## src/rtl/ps2_host_tx_pkg.sv

```systemverilog
// ps2_host_tx_pkg
// Shared definitions for the PS/2 host-to-device transmitter: FSM state
// encoding, default timing constants for a 7 MHz clock enable, keyboard
// command bytes and the frame parity helper.
package ps2_host_tx_pkg;

    typedef enum logic [2:0] {
        ST_IDLE     = 3'd0,
        ST_INHIBIT  = 3'd1,
        ST_RELEASE  = 3'd2,
        ST_SHIFT    = 3'd3,
        ST_ACK      = 3'd4,
        ST_WAITIDLE = 3'd5
    } state_t;

    // Timing in ce ticks at 7 MHz.
    localparam int unsigned INHIBIT_DEF = 800;     // >= 100 us clock inhibit
    localparam int unsigned TIMEOUT_DEF = 112000;  // 16 ms frame watchdog
    localparam int unsigned TW_DEF      = 17;

    localparam logic [7:0] CMD_SET_LEDS = 8'hED;
    localparam logic [7:0] CMD_RESET    = 8'hFF;
    localparam logic [7:0] CMD_ENABLE   = 8'hF4;

    // PS/2 uses odd parity: the parity bit makes the total count of ones odd.
    function automatic logic odd_parity(input logic [7:0] b);
        return ~^b;
    endfunction

endpackage

```

## src/rtl/ps2_host_tx_line_filter.sv

```systemverilog
// ps2_line_filter
// Conditions one raw PS/2 line: 2-flop synchroniser on clock, then a
// 4-sample stability filter clocked by ce, plus falling-edge detect.
// Ports:
//   clock  system clock
//   reset  asynchronous active-low reset (line reads as idle-high)
//   ce     clock enable for the filter
//   pin    raw pin level
//   level  filtered line level
//   fall   high for one ce period after the filtered level drops 1->0
module ps2_line_filter (
    input  logic clock,
    input  logic reset,
    input  logic ce,
    input  logic pin,
    output logic level,
    output logic fall
);

    logic [1:0] sync;
    logic [3:0] hist;
    logic [3:0] hist_n;

    assign hist_n = {hist[2:0], sync[1]};

    // Reset to the idle-high level so releasing reset never fakes an edge.
    always_ff @(posedge clock or negedge reset) begin
        if (!reset) begin
            sync <= 2'b11;
        end else begin
            sync <= {sync[0], pin};
        end
    end

    // The level only changes once four consecutive samples agree.
    always_ff @(posedge clock or negedge reset) begin
        if (!reset) begin
            hist  <= 4'hF;
            level <= 1'b1;
            fall  <= 1'b0;
        end else if (ce) begin
            hist <= hist_n;
            if (hist_n == 4'h0) begin
                level <= 1'b0;
            end else if (hist_n == 4'hF) begin
                level <= 1'b1;
            end
            fall <= level && (hist_n == 4'h0);
        end
    end

endmodule

```

## src/rtl/ps2_host_tx.sv

```systemverilog
// ps2_host_tx
// PS/2 host-to-device transmitter. Inhibits the clock, issues the start bit,
// then shifts out data LSB first, odd parity and stop on device clock falls,
// and checks the device acknowledge. A watchdog aborts stalled frames.
// Ports:
//   clock, reset   system clock, asynchronous active-low reset
//   ce             clock enable (ne7M0)
//   ps2Ck, ps2DQ   raw keyboard clock / data pin levels
//   ckOe, dqOe     1 = pull keyboard clock / data low (open-drain)
//   send, d        one-ce request and command byte (accepted in IDLE only)
//   busy           frame in progress
//   done, error    one-ce result pulses (acknowledged / timeout or NACK)
//
// state    | meaning
// IDLE     | lines released, waiting for send
// INHIBIT  | clock held low before the start bit
// RELEASE  | start bit driven, clock released next tick
// SHIFT    | drive data, parity, stop on each device clock fall
// ACK      | sample the device acknowledge on the next clock fall
// WAITIDLE | wait for both lines high, then report the result
module ps2_host_tx
    import ps2_host_tx_pkg::*;
#(
    parameter int unsigned INHIBIT = INHIBIT_DEF,
    parameter int unsigned TIMEOUT = TIMEOUT_DEF,
    parameter int unsigned TW      = TW_DEF
) (
    input  logic       clock,
    input  logic       reset,
    input  logic       ce,
    input  logic       ps2Ck,
    input  logic       ps2DQ,
    output logic       ckOe,
    output logic       dqOe,
    input  logic       send,
    input  logic [7:0] d,
    output logic       busy,
    output logic       done,
    output logic       error
);

    localparam logic [TW-1:0] INHIBIT_LAST = TW'(INHIBIT - 1);
    localparam logic [TW-1:0] TIMEOUT_LAST = TW'(TIMEOUT - 1);
    localparam logic [TW-1:0] TIMEOUT_SAT  = TW'(TIMEOUT);

    state_t        state, state_n;
    logic [TW-1:0] cnt, cnt_n;
    logic [3:0]    idx, idx_n;
    logic [8:0]    shreg, shreg_n;
    logic          ck_oe_q, ck_n;
    logic          dq_oe_q, dq_n;
    logic          nack, nack_n;
    logic          done_q, done_n;
    logic          error_q, error_n;

    logic ck_level, ck_fall;
    logic dq_level, dq_edge_unused;

    ps2_line_filter u_ck_filter (
        .clock (clock),
        .reset (reset),
        .ce    (ce),
        .pin   (ps2Ck),
        .level (ck_level),
        .fall  (ck_fall)
    );

    ps2_line_filter u_dq_filter (
        .clock (clock),
        .reset (reset),
        .ce    (ce),
        .pin   (ps2DQ),
        .level (dq_level),
        .fall  (dq_edge_unused)
    );

    always_ff @(posedge clock or negedge reset) begin
        if (!reset) begin
            state   <= ST_IDLE;
            cnt     <= '0;
            idx     <= '0;
            shreg   <= '0;
            ck_oe_q <= 1'b0;
            dq_oe_q <= 1'b0;
            nack    <= 1'b0;
            done_q  <= 1'b0;
            error_q <= 1'b0;
        end else if (ce) begin
            state   <= state_n;
            cnt     <= cnt_n;
            idx     <= idx_n;
            shreg   <= shreg_n;
            ck_oe_q <= ck_n;
            dq_oe_q <= dq_n;
            nack    <= nack_n;
            done_q  <= done_n;
            error_q <= error_n;
        end
    end

    always_comb begin
        state_n = state;
        cnt_n   = cnt;
        idx_n   = idx;
        shreg_n = shreg;
        ck_n    = ck_oe_q;
        dq_n    = dq_oe_q;
        nack_n  = nack;
        done_n  = 1'b0;
        error_n = 1'b0;

        case (state)
            ST_IDLE: begin
                if (send) begin
                    shreg_n = {odd_parity(d), d};
                    ck_n    = 1'b1;
                    cnt_n   = '0;
                    state_n = ST_INHIBIT;
                end
            end
            ST_INHIBIT: begin
                cnt_n = cnt + 1'b1;
                if (cnt == INHIBIT_LAST) begin
                    dq_n    = 1'b1;
                    state_n = ST_RELEASE;
                end
            end
            ST_RELEASE: begin
                ck_n    = 1'b0;
                cnt_n   = '0;
                idx_n   = '0;
                state_n = ST_SHIFT;
            end
            ST_SHIFT: begin
                // Shifting in ones means the tenth bit out is the stop bit.
                if (ck_fall) begin
                    dq_n    = ~shreg[0];
                    shreg_n = {1'b1, shreg[8:1]};
                    idx_n   = idx + 1'b1;
                    if (idx == 4'd9) begin
                        state_n = ST_ACK;
                    end
                end
            end
            ST_ACK: begin
                if (ck_fall) begin
                    nack_n  = dq_level;
                    state_n = ST_WAITIDLE;
                end
            end
            ST_WAITIDLE: begin
                if (ck_level && dq_level) begin
                    done_n  = ~nack;
                    error_n = nack;
                    state_n = ST_IDLE;
                end
            end
            default: begin
                state_n = ST_IDLE;
            end
        endcase

        // Watchdog runs from clock release; expiry overrides any edge seen
        // in the same tick.
        if (state == ST_SHIFT || state == ST_ACK || state == ST_WAITIDLE) begin
            if (cnt != TIMEOUT_SAT) begin
                cnt_n = cnt + 1'b1;
            end
            if (cnt == TIMEOUT_LAST) begin
                ck_n    = 1'b0;
                dq_n    = 1'b0;
                done_n  = 1'b0;
                error_n = 1'b1;
                state_n = ST_IDLE;
            end
        end
    end

    assign ckOe  = ck_oe_q;
    assign dqOe  = dq_oe_q;
    assign busy  = (state != ST_IDLE);
    assign done  = done_q;
    assign error = error_q;

endmodule

```

## config.mk

```make
export PLATFORM = sky130hd
export DESIGN_NAME = ps2_host_tx
export DESIGN_NICKNAME = d
export VERILOG_FILES = /design/src/rtl/ps2_host_tx_pkg.sv /design/src/rtl/ps2_host_tx_line_filter.sv /design/src/rtl/ps2_host_tx.sv
export SDC_FILE = /design/constraint.sdc
export NUM_CORES = 1
export LEC_CHECK = 0
export CORE_UTILIZATION = 55
export CTS_CLUSTER_DIAMETER = 30
export DETAILED_ROUTE_END_ITERATION = 12
export DONT_BUFFER_PORTS = 1
export GPL_TIMING_DRIVEN = 0
export PLACE_DENSITY = 0.7
export SLEW_MARGIN = 10
export SYNTH_ARGS = -nofsm -noshare
export SYNTH_HDL_FRONTEND = slang
export SYNTH_SLANG_ARGS = --single-unit
export TNS_END_PERCENT = 50
```

## constraint.sdc

```tcl
create_clock -name clock -period 3.55 [get_ports clock]
set_input_delay 0.1775 -clock clock [delete_from_list [all_inputs] [get_ports clock]]
set_output_delay 0.1775 -clock clock [all_outputs]
set_load 0.005 [all_outputs]
```

Word-level counts from Yosys, hierarchy flattened
Index checks and enable logic that the tools add are counted.
Storage, ports and cells
  register bits after elaboration: 51
  input bits: 14
  output and inout port bits: 5
  logic and storage cells: 90
Cells by class
  $add $sub $neg: 2
  equal/unequal tests: 13
  multiplexer cells: 39
  bitwise operators: 2
  reductions and logical operators: 18
Operator list (number)
  17-bit 2-to-1 mux: 3
  17-bit case mux with 3 select lines: 1
  3-bit 2-to-1 mux: 8
  1-bit 2-to-1 mux: 19
  9-bit 2-to-1 mux: 2
  3-bit case mux with 6 select lines: 1
  9-bit case mux with 2 select lines: 1
  17-bit by 1-bit adder with 17-bit output, second input constant: 1
  17-bit by 10-bit == test with 1-bit output, second input constant: 1
  17-bit == test, second input constant: 1
  17-bit != test, second input constant: 1
  4-bit == test, second input constant: 3
  4-bit logical NOT: 2
  4-bit case mux with 2 select lines: 1
  2-bit nonzero test: 4
  8-bit XNOR reduction: 1
  3-bit by 2-bit == test with 1-bit output, second input constant: 2
  3-bit == test, second input constant: 2
  3-bit AND reduction: 2
  4-bit by 1-bit adder with 4-bit output, second input constant: 1
  4-bit 2-to-1 mux: 1
  1-bit case mux with 2 select lines: 2
  2-bit AND reduction: 2
  4-bit AND reduction: 1
  other kinds (8): 11

Logic depth before layout (Yosys ltp)
Gate-level depths: netlist of run 1.
  depth in word-level cells: 6
  gate-level depth with buffers: 8
  gate-level depth less buffers: 7

Modules after synthesis
From an unflattened synthesis of run 1, not the netlist that was laid out.
Unflattened totals
  cells, all modules: 289
  area, all modules: 2877.8 µm²
By module, submodules not included
  ps2_host_tx: instances 1, cells each 251, area each 2342.2 µm², seq. area each 950.9 µm²
  ps2_line_filter: instances 2, cells each 19, area each 267.8 µm², seq. area each 182.7 µm²

Worst setup path before layout of run 1
Ideal clock, no wire load.
  kind: register to register
  from: reg cnt[9]
  to: reg cnt[7]
  setup time: 0.125 ns
  arrival time: 1.853 ns
  required time: 3.425 ns
  setup slack: 1.572 ns
  cell stages (with the launch flop): 7
  cells stage by stage: dfrtp_1 > or4b_4 > nor4_4 > o21ai_1 > buf_2 > a21oi_1 > a21oi_2
Between the ends
  longest elaborated chain between the ends: 3
RTL lines
  from (decl): line ps2_host_tx.sv:47  | logic [TW-1:0] cnt, cnt_n;
  from (signal assigned): line ps2_host_tx.sv:90  | cnt <= cnt_n;
  17-bit != test: line ps2_host_tx.sv:166  | if (cnt != TIMEOUT_SAT) begin
  17-bit 2-to-1 mux: line ps2_host_tx.sv:166
  17-bit 2-to-1 mux: line ps2_host_tx.sv:165  | if (state == ST_SHIFT || state == ST_ACK || state == ST_WAITIDLE) begin
No other way between the ends.
A chain may end at the register's enable or synchronous reset.

Final worst setup path of run 1
  from: reg cnt[2]
  to: reg cnt[7]
Between the ends
  longest elaborated chain between the ends: 4
RTL lines
  17-bit by 1-bit adder with 17-bit output: line ps2_host_tx.sv:122, ps2_host_tx.sv:167
  17-bit case mux with 3 select lines: line ps2_host_tx.sv:112  | case (state)
  17-bit 2-to-1 mux: line ps2_host_tx.sv:166
  17-bit 2-to-1 mux (*): line ps2_host_tx.sv:165
Every way passes the cells marked *; elsewhere a longest branch is shown, timed or not.

==> results of run 1 <==
==> through the flow <==
step           power [mW]  instances  setup slack, ns
4_1_cts              1.44        375             1.32
5_1_grt              1.51        375             1.17
2_1_floorplan       0.943        296             1.57
3_5_place_dp         1.00        363             1.35
3_3_place_gp        0.997        363             1.38
6_report             1.44        375             1.30
==> metal layers <==
metal  GRT usage, %  vias to the layer above  part of all wire (%)
met5              0                        -                     0
met4           10.5                        0                   1.4
met3           3.73                        7                   4.1
met2           36.6                       42                    46
met1           32.7                     1057                    48
li1               -                     1084                     -
==> timing repair <==
| item | in CTS | in global routing |
|---|---|---|
| resized for setup | 0 | 0 |
| endpoints found under the hold margin | 53 | 0 |
| hold buffers | 4 | 0 |
==> registers in the layout (all words and copies together) (netlist names), 2 cells and up <==
signal	cells
idx	4
u_ck_filter.sync	2
u_dq_filter.sync	2
state	3
cnt	17
u_ck_filter.hist	3
u_dq_filter.hist	3
shreg	9
==> worst max-delay path by stage <==
stage,from,to,slack [ns],cells past startpoint
after global placement,cnt[2],cnt[7],1.38,6
after floorplan,cnt[9],cnt[7],1.57,6
after CTS,cnt[2],cnt[7],1.32,6
final,cnt[2],cnt[7],1.30,6
after global routing,cnt[2],cnt[15],1.17,6
after detailed placement,cnt[2],cnt[7],1.35,6
==> cell families (layout without fill, tap and decap cells) <==
family | Yosys count | in the layout
AO/OA/AOI/OAI | 68 | 68
multiplexers | 16 | 16
XOR/XNOR | 10 | 10
adder cells (fa/ha/maj) | 4 | 4
AND/OR/NAND/NOR | 120 | 120
buffers and inverters | 27 | 39
flip-flops | 51 | 51
==> synthesized netlist by cell type, drive strengths merged, types with 3 or more instances <==
cell	n
nand4b	4
mux2i	8
nand2	35
dfstp	12
nand3	24
nor3	9
mux2	8
a21oi	15
nor4	5
clkbuf	6
o22ai	4
nand2b	4
a21o	5
xor2	4
o21ai	25
ha	4
nand4	7
nor2	13
xnor2	6
inv	14
or4	3
a31oi	4
dfrtp	39
buf	7
or2	3
o211ai	3
nor2b	3
a21boi	4
==> power breakdown <==
part | switching [mW] | total, mW | internal (mW) | leakage [nW]
Clock | 0.193 | 0.421 | 0.228 | 0.0612
Combinational | 0.146 | 0.259 | 0.113 | 0.534
Sequential | 0.0824 | 0.756 | 0.673 | 0.636
Total | 0.421 | 1.44 | 1.01 | 1.23
==> layout make-up <==
type                    instances  area, um2  share of cell area (%)
plain buffers                  13       71.3                    2.34
clock buffers                   6       82.6                    2.71
clock inverters                 2       35.0                    1.15
inverters                      14       52.6                    1.73
multi-input cells             218       1370                    45.0
flip-flops and latches         51       1290                    42.5
well taps                      67       83.8                    2.76
repair buffers                  4       57.6                    1.89
==> reports/qor.csv, run 1 <==
stage,metric,value,unit
logic_synthesis,synth_fa_ha_area_share,1.80,%
sta,rsz0062_at_grt,no,
sta,slew_viol_final,0,
worst_setup_path,r2r_cells,6,
layout,final_cell_mix,"dfrtp_1 (39), nand2_1 (35), nand3_1 (24)",
clocking,htree_levels,2,
logic_synthesis,yosysSeqAreaShare,46.4,%
power_and_ir_drop,vdd.ir_drop.worst,0.000341,V
logic_synthesis,synth_top_family_by_area,simple AND/OR/NAND/NOR gates,
clocking,clockBufferDepth,2,
power_and_ir_drop,powerDensity,472,mW/mm2
worst_setup_path,start_kind,register,
hold_path,min_path_cells,2,
clocking,clkSinkCount,51,
placement,place.gp.congestion,0.918,
logic_synthesis,avgSynthCellArea,9.40,um2
logic_synthesis,synth_nets,314,
logic_synthesis,synth_mux_area_share,6.12,%
clocking,cts_setup_buffers,0,
drt,viasPerCell,5.84,
clocking,path_clk_slew,0.09,ns
layout,syn2layout_area_growth,9.31,%
sta,fmax,445,MHz
hold_path,min-delay-path-class,in2reg,
sta,tns,0,ns
worst_setup_path,endpoint_kind,register,
hold_path,whs_endpoint,shreg[2],
sta,setup_violations,0,
sta,hold_viol,0,
clocking,clkLatencyLatePin,0.31,ns
run,max-cap-violations,0,
global_route,grt_max_degree,52,
logic_synthesis,synthCells,296,
logic_synthesis,post-synth-top-area-cell,dfrtp_1,
layout,final_common_cell,dfrtp_1,
floorplanning,die_w,73.1,um
logic_synthesis,synth_top_area_share,35.1,%
logic_synthesis,ys.flop_type,dfrtp_1,
floorplanning,num_io_pins,19,
drt,wl_per_cell,15.5,um
hold_path,min_from,d[2],
placement,portBuffers,0,
layout,stdcell_area,0.00304,mm2
clocking,cts_tree,done,
placement,placedInstanceArea,0.00287,mm2
status,outcome,completed,
global_route,antenna_found_initial,0,
sta,min_period,2.25,ns
clocking,cts_inserted_buffers,5,
logic_synthesis,synth_xor_area_share,3.15,%
drt,num_vias,2190,
worst_setup_path,worstReg2RegEnd,cnt[7],
layout,diodes,0,
global_route,grt_pass1_wl,9490,um
drt,drcViolationCount,0,
floorplanning,initial_utilization,58.1,%
sta,max_slew_margin,44.4,%
worst_setup_path,cp_data_required_time,3.74,ns
worst_setup_path,critPathSlowestCell,or4_1,
worst_setup_path,reg2reg_slack,1.30,ns
worst_setup_path,rr_startpoint,cnt[2],
logic_synthesis,synthArstFlopShare,100,%
global_route,grt_pass1_vias,2032,
logic_synthesis,yosys-top-cells-area,"dfrtp_1 (35%), dfstp_2 (11%), nand2_1 (4.7%), nand3_1 (4.3%), o21ai_0 (4.1%)",
logic_synthesis,syn_area,0.00278,mm2
global_route,grt_overflow_total,0,
sta,clock_skew,0.00787,ns
floorplanning,die-area,0.00535,mm2
worst_setup_path,cp_cell_sequence,or4_1 > nor4_4 > o21ai_1 > buf_2 > a21oi_1 > a21oi_2,
sta,worst_slew_pin_slew,0.827,ns
layout,nets,325,
drt,postRouteAntennaNets,0,
floorplanning,fp.coreArea,0.00479,mm2
logic_synthesis,synth_compound_area_share,15.2,%
sta,finalCritPeriodShare,63.2,%
worst_setup_path,path_max_fanout,10,
placement,hpwl,4000,um
logic_synthesis,synth-simple-area-share,22.9,%
sta,holdWs,0.0737,ns
layout,drive_above_1_share,14.6,%
worst_setup_path,cp_slowest_stage_delay,0.61,ns
drt,first_pass_iters,4,
drt,drt_iter0_markers,157,
layout,finish.utilization,63.6,%
global_route,grtUsageTotal,23.6,%
floorplanning,rows,25,
worst_setup_path,path_class,reg2reg,
worst_setup_path,worstPathArrival,2.43,ns
logic_synthesis,synth_warnings,0,
clocking,clockRootBuffer,clkbuf_8,
power_and_ir_drop,p_leak,1.23,nW
worst_setup_path,critPathBufInv,1,
logic_synthesis,synth_edf_count,0,
drt,drt_wl_total,5800,um
floorplanning,die_h,73.1,um
logic_synthesis,synth_cell_types,50,
worst_setup_path,critPathTopFamily,simple AND/OR/NAND/NOR gates,
layout,fillers,423,
logic_synthesis,ys_ff_latch,51,
Power figures use the tool's default switching activity.
==> run 2, diff against run 1 <==
- PLACE_DENSITY: 0.7 -> 0.73
- clock period: 3.55 -> 2 ns (I/O delays scaled with it)
==> run 2 against run 1 <==
Compared with the run above: the run now ends with setup timing left; clock power increased by 70%; die area is the same; non-clock buffer count grew 17; critical path depth rose by 1; final area rose by 6.7%; sequential power rose by 77%; register-to-register slack worse by 1.3 ns; flip-flop and latch count stayed put; maximum frequency is 10% higher; combinational power rose by 130%; cell count up 4.5%; critical path type unchanged; critical endpoint is now cnt[16].
==> reports/qor.csv, run 2 (synthesized netlist as in run 1, its figures left out) <==
stage,metric,value,unit
sta,setup_violations,8,
sta,max_slew_margin,64.5,%
power_and_ir_drop,p_leak,1.32,nW
floorplanning,die_h,73.1,um
layout,final_cell_mix,"dfrtp_1 (37), nand2_1 (34), nand3_1 (23)",
placement,dp_cells,363,
global_route,grtUsageTotal,24.3,%
power_and_ir_drop,vdd.ir_drop.worst,0.000406,V
power_and_ir_drop,p_comb_share,22.5,%
floorplanning,initial_utilization,58.1,%
power_and_ir_drop,internal-power,1.86,mW
power_and_ir_drop,p_clk_share,27.0,%
status,violations,setup timing,
hold_path,min_path_cells,2,
worst_setup_path,start_kind,register,
sta,clock_skew,0.00842,ns
worst_setup_path,rr_startpoint,cnt[2],
sta,finalCritPeriodShare,102,%
clocking,clockBufferDepth,2,
worst_setup_path,path_max_fanout,5,
global_route,grt_max_degree,52,
clocking,cts_inserted_buffers,5,
layout,largestRegisters,"cnt x17, shreg x9, idx x4",
clocking,clockRootBuffer,clkbuf_8,
drt,viasPerCell,5.84,
layout,fillers,394,
sta,hold_viol,0,
hold_path,min_from,d[5],
drt,wl_per_cell,15.7,um
global_route,grt_pass1_wl,9840,um
sta,fmax,491,MHz
global_route,antenna_found_initial,0,
layout,final_common_cell,dfrtp_1,
placement,post-place-ws,-0.180,ns
clocking,htree_levels,2,
drt,postRouteAntennaNets,0,
layout,diodes,0,
placement,place.gp.congestion,0.868,
drt,drcViolationCount,0,
sta,rsz0062_at_grt,yes,
sta,worst_slew_pin_slew,0.528,ns
layout,drive_above_1_share,22.8,%
power_and_ir_drop,switching_share,30.1,%
status,outcome,finished with violations,
layout,finish.utilization,67.8,%
worst_setup_path,worstPathArrival,2.23,ns
sta,min_period,2.04,ns
floorplanning,rows,25,
worst_setup_path,cp_data_required_time,2.19,ns
floorplanning,die-area,0.00535,mm2
hold_path,min-delay-path-class,in2reg,
drt,num_vias,2288,
worst_setup_path,cp_slowest_stage_delay,0.55,ns
layout,syn2layout_area_growth,16.6,%
layout,nets,342,
layout,layoutNonFillerInstCount,392,
power_and_ir_drop,power.switching,799,uW
worst_setup_path,worstReg2RegEnd,cnt[16],
global_route,grt_pass1_vias,2128,
clocking,cts_tree,done,
placement,portBuffers,0,
drt,first_pass_iters,4,
worst_setup_path,reg2reg_slack,-0.04,ns
global_route,grt_overflow_total,0,
worst_setup_path,path_class,reg2reg,
floorplanning,num_io_pins,19,
sta,slew_viol_final,0,
worst_setup_path,critPathSlowestCell,or4_4,
floorplanning,die_w,73.1,um
layout,largest_reg_flops,17,
layout,largest-register,cnt,
worst_setup_path,r2r_cells,7,
clocking,clkLatencyLatePin,0.31,ns
worst_setup_path,endpoint_kind,register,
power_and_ir_drop,seqPwrFrac,50.5,%
run,max-cap-violations,0,
drt,drt_wl_total,6140,um
placement,hpwl,3940,um
power_and_ir_drop,powerDensity,819,mW/mm2
hold_path,whs_endpoint,shreg[5],
clocking,clkSinkCount,51,
clocking,path_clk_slew,0.09,ns
drt,drt_iter0_markers,193,
worst_setup_path,cp_cell_sequence,or4_4 > nor4_4 > buf_4 > o21a_1 > buf_6 > or2_4 > a31oi_1,
floorplanning,fp.coreArea,0.00479,mm2
sta,setup_slack,-0.0352,ns
-- run 2: cell count changes in the layout (fill, tap and decap cells not counted), sizes merged --
cell	before	now
dlygate4sd3	3	7
buf	8	20
inv	14	15
-- run 2: worst max path at each step --
stage / cells after the start / start / end
2_1_floorplan: 6 / cnt[9] / cnt[7]
5_1_grt: 7 / cnt[2] / cnt[13]
3_5_place_dp: 6 / cnt[2] / cnt[7]
6_report: 7 / cnt[2] / cnt[16]
3_3_place_gp: 6 / cnt[2] / cnt[7]
4_1_cts: 7 / cnt[4] / cnt[13]
-- run 2: cell type report --
cell class | instances | area [um2] | area share (%)
inverters | 14 | 52.6 | 1.62
repair buffers | 21 | 196 | 6.05
well taps | 67 | 83.8 | 2.58
clock buffers | 5 | 68.8 | 2.12
plain buffers | 13 | 80.1 | 2.47
flip-flops and latches | 51 | 1290 | 39.9
multi-input cells | 218 | 1430 | 44.0
clock inverters | 3 | 42.5 | 1.31
-- run 2: routing by layer --
layer	routed length (um)	vias up	global-route usage (%)
met2	2820	42	36.2
met1	2990	1119	34.8
met4	66	0	9.15
li1	-	1122	-
met5	0	-	0
met3	262	5	4.97
-- run 2: repair_timing --
item | CTS | global route
endpoints found under the setup margin | 17 | 33
pin swaps | 5 | 11
gates cloned | 2 | 0
hold buffers | 8 | 0
resized for setup | 6 | 25
endpoints found under the hold margin | 57 | 0
buffers inserted | 7 | 4
-- run 2: worst max-delay path: cells and delay by family (launching register included) --
| kind | cells | cell delay [ns] |
|---|---|---|
| compound gates | 2 | 0.24 |
| flops | 1 | 0.41 |
| buf+inv | 2 | 0.32 |
| simple gates | 3 | 0.95 |
-- run 2: per-stage QoR --
| stage | instance area [um2] | total power, mW | hold WS, ns | setup TNS (ns) |
|---|---|---|---|---|
| detailed placement | 2870 | 1.79 | -0.194 | -2.03 |
| CTS | 3160 | 2.62 | 0.00364 | 0 |
| global placement | 2870 | 1.77 | -0.194 | -1.69 |
| floorplan | 2780 | 1.67 | -0.196 | 0 |
| finish | 3240 | 2.66 | 0.0119 | -0.161 |
| global route | 3240 | 2.80 | 0.0197 | -1.08 |
-- run 2: power groups by stage --
stage               Sequential (mW)  Clock (mW)  Combinational, mW
CTS                            1.33       0.741              0.549
finish                         1.34       0.717              0.597
floorplan                      1.32           0              0.356
detailed placement             1.36           0              0.430
global route                   1.36       0.777              0.663
global placement               1.35           0              0.414
==> run 3, diff against run 2 <==
- PLACE_DENSITY: 0.73 -> 0.79
==> run 3 against run 2 <==
Compared with the run above: critical path type unchanged; critical endpoint is now cnt[10]; global-route usage grew 1.6 points; die area is the same; clock-buffer cell count grew 1; the run still ends with setup timing left; flip-flop and latch count is the same; hold slack lost 0.0042 ns; critical path depth is the same.
==> reports/qor.csv, run 3 (synthesized netlist as in run 1, its figures left out) <==
stage,metric,value,unit
status,outcome,finished with violations,
status,violations,setup timing,
sta,worst_slew_pin_slew,0.513,ns
drt,first_pass_iters,5,
global_route,grt_pass1_vias,2260,
worst_setup_path,path_class,reg2reg,
worst_setup_path,critPathTopFamily,simple AND/OR/NAND/NOR gates,
floorplanning,die_h,73.1,um
layout,final_common_cell,dfrtp_1,
worst_setup_path,start_kind,register,
layout,nets,342,
global_route,use_met3,5.25,%
sta,slew_viol_final,0,
clocking,clkSinkCount,51,
clocking,cts_inserted_buffers,5,
floorplanning,die_w,73.1,um
layout,largestRegisters,"cnt x17, shreg x9, idx x4",
floorplanning,fp.coreArea,0.00479,mm2
sta,finalCritPeriodShare,101,%
power_and_ir_drop,vdd.ir_drop.worst,0.000453,V
layout,drive_above_1_share,23.4,%
clocking,clockBufferDepth,2,
floorplanning,num_io_pins,19,
clocking,htree_levels,2,
drt,viasPerCell,6.07,
clocking,clkLatencyLatePin,0.32,ns
drt,drcViolationCount,0,
sta,setup_violations,5,
drt,drt_iter0_markers,233,
drt,wl_per_cell,16.5,um
clocking,path_clk_slew,0.09,ns
worst_setup_path,cp_common_cell,buf_6,
global_route,grt_overflow_total,0,
sta,fmax,494,MHz
worst_setup_path,endpoint_kind,register,
worst_setup_path,critPathBufInv,2,
sta,clock_skew,0.00876,ns
global_route,grtUsageMet1,35.5,%
worst_setup_path,startpoint,cnt[9],
hold_path,min-delay-path-class,in2reg,
worst_setup_path,cp_data_required_time,2.21,ns
sta,setup_slack,-0.0238,ns
placement,place.gp.congestion,0.870,
power_and_ir_drop,powerDensity,800,mW/mm2
drt,drt_wl_total,6460,um
layout,largest-register,cnt,
power_and_ir_drop,p_leak,1.34,nW
clocking,clockRootBuffer,clkbuf_8,
global_route,grt_pass1_wl,10500,um
worst_setup_path,cp_cell_sequence,or4b_4 > nor4_4 > buf_6 > o21a_1 > buf_6 > nor3_1 > a21o_1,
worst_setup_path,cp_slowest_stage_delay,0.56,ns
floorplanning,die-area,0.00535,mm2
layout,syn2layout_area_growth,16.7,%
global_route,grt_max_degree,52,
layout,largest_reg_flops,17,
placement,hpwl,4010,um
global_route,busiest_layer,met2,
placement,post-place-ws,-0.150,ns
worst_setup_path,critPathSlowestCell,or4b_4,
global_route,grtUsageMet2,39.5,%
drt,num_vias,2380,
run,max-cap-violations,0,
worst_setup_path,rr_startpoint,cnt[9],
global_route,antenna_found_initial,0,
global_route,grtUsageTotal,25.9,%
sta,hold_viol,0,
sta,rsz0062_at_grt,yes,
sta,max_slew_margin,65.5,%
hold_path,min_from,d[0],
placement,portBuffers,0,
floorplanning,rows,25,
sta,tns,-0.0585,ns
worst_setup_path,path_max_fanout,5,
floorplanning,initial_utilization,58.1,%
clocking,cts_tree,done,
drt,postRouteAntennaNets,0,
sta,min_period,2.02,ns
worst_setup_path,worstPathArrival,2.23,ns
layout,diodes,0,
layout,final_cell_mix,"dfrtp_1 (36), nand2_1 (35), nand3_1 (24)",
==> run 3: cell count changes in the layout (fill, tap and decap cells not counted), sizes merged <==
cell,change
clkbuf,+2
dlygate4sd3,-3
bufinv,-1
buf,+2
==> run 3: metal layers <==
metal,share of wire (%),wire length [um]
met5,0,0
met2,47,3060
met3,7.1,461
met4,2.2,144
met1,43,2790
==> run 3: repair_timing <==
item | 4_1_cts | 5_1_grt
hold buffers | 5 | 0
endpoints found under the hold margin | 54 | 0
cloned | 2 | 0
setup buffers | 9 | 5
resized for setup | 11 | 18
pin swaps | 6 | 7
setup endpoints to repair | 17 | 33
==> run 3: final cells by class <==
cell class | count | area [um2]
Buffer | 13 | 90.1
Clock buffer | 6 | 93.8
Clock inverter | 2 | 17.5
Fill cell | 365 | 1540
Inverter | 14 | 52.6
Multi-Input combinational cell | 218 | 1430
Sequential cell | 51 | 1290
Tap cell | 67 | 83.8
Timing Repair Buffer | 21 | 186
==> run 3: metrics by stage <==
stage | std cells | area, um2 | power [mW] | hold WS [ns] | utilization, %
after global routing | 392 | 3250 | 2.74 | 0.0297 | 67.9
after floorplan | 296 | 2780 | 1.67 | -0.196 | -
final | 392 | 3250 | 2.60 | 0.00766 | 67.9
after detailed placement | 363 | 2870 | 1.79 | -0.193 | 59.9
after global placement | 363 | 2870 | 1.76 | -0.193 | 59.9
after CTS | 387 | 3160 | 2.56 | 0.00338 | 66.1
==> run 3: worst paths after layout <==
path                                  endpoint  slack, ns  depth (start not counted)
max                                    cnt[10]      -0.02                          7
min                                   shreg[0]      0.008                          2
max reg2reg                            cnt[10]      -0.02                          7
min reg2reg                u_dq_filter.sync[1]       0.36                          0
max in group asynchronous  u_ck_filter.sync[0]       1.43                          2
min in group asynchronous             state[1]       0.30                          2
==> run 3: worst register-to-register path: cells and delay by family, from the launching register on <==
| family | cells | cell delay, ns |
|---|---|---|
| DFF | 1 | 0.44 |
| AOI/OAI and AO/OA | 2 | 0.31 |
| buffers and inverters | 2 | 0.28 |
| and+or+nand+nor | 3 | 0.89 |
==> run 3: power breakdown <==
group,switching (mW),internal (mW),total [mW]
logic,0.305,0.261,0.566
clock network,0.366,0.329,0.695
registers,0.141,1.20,1.34
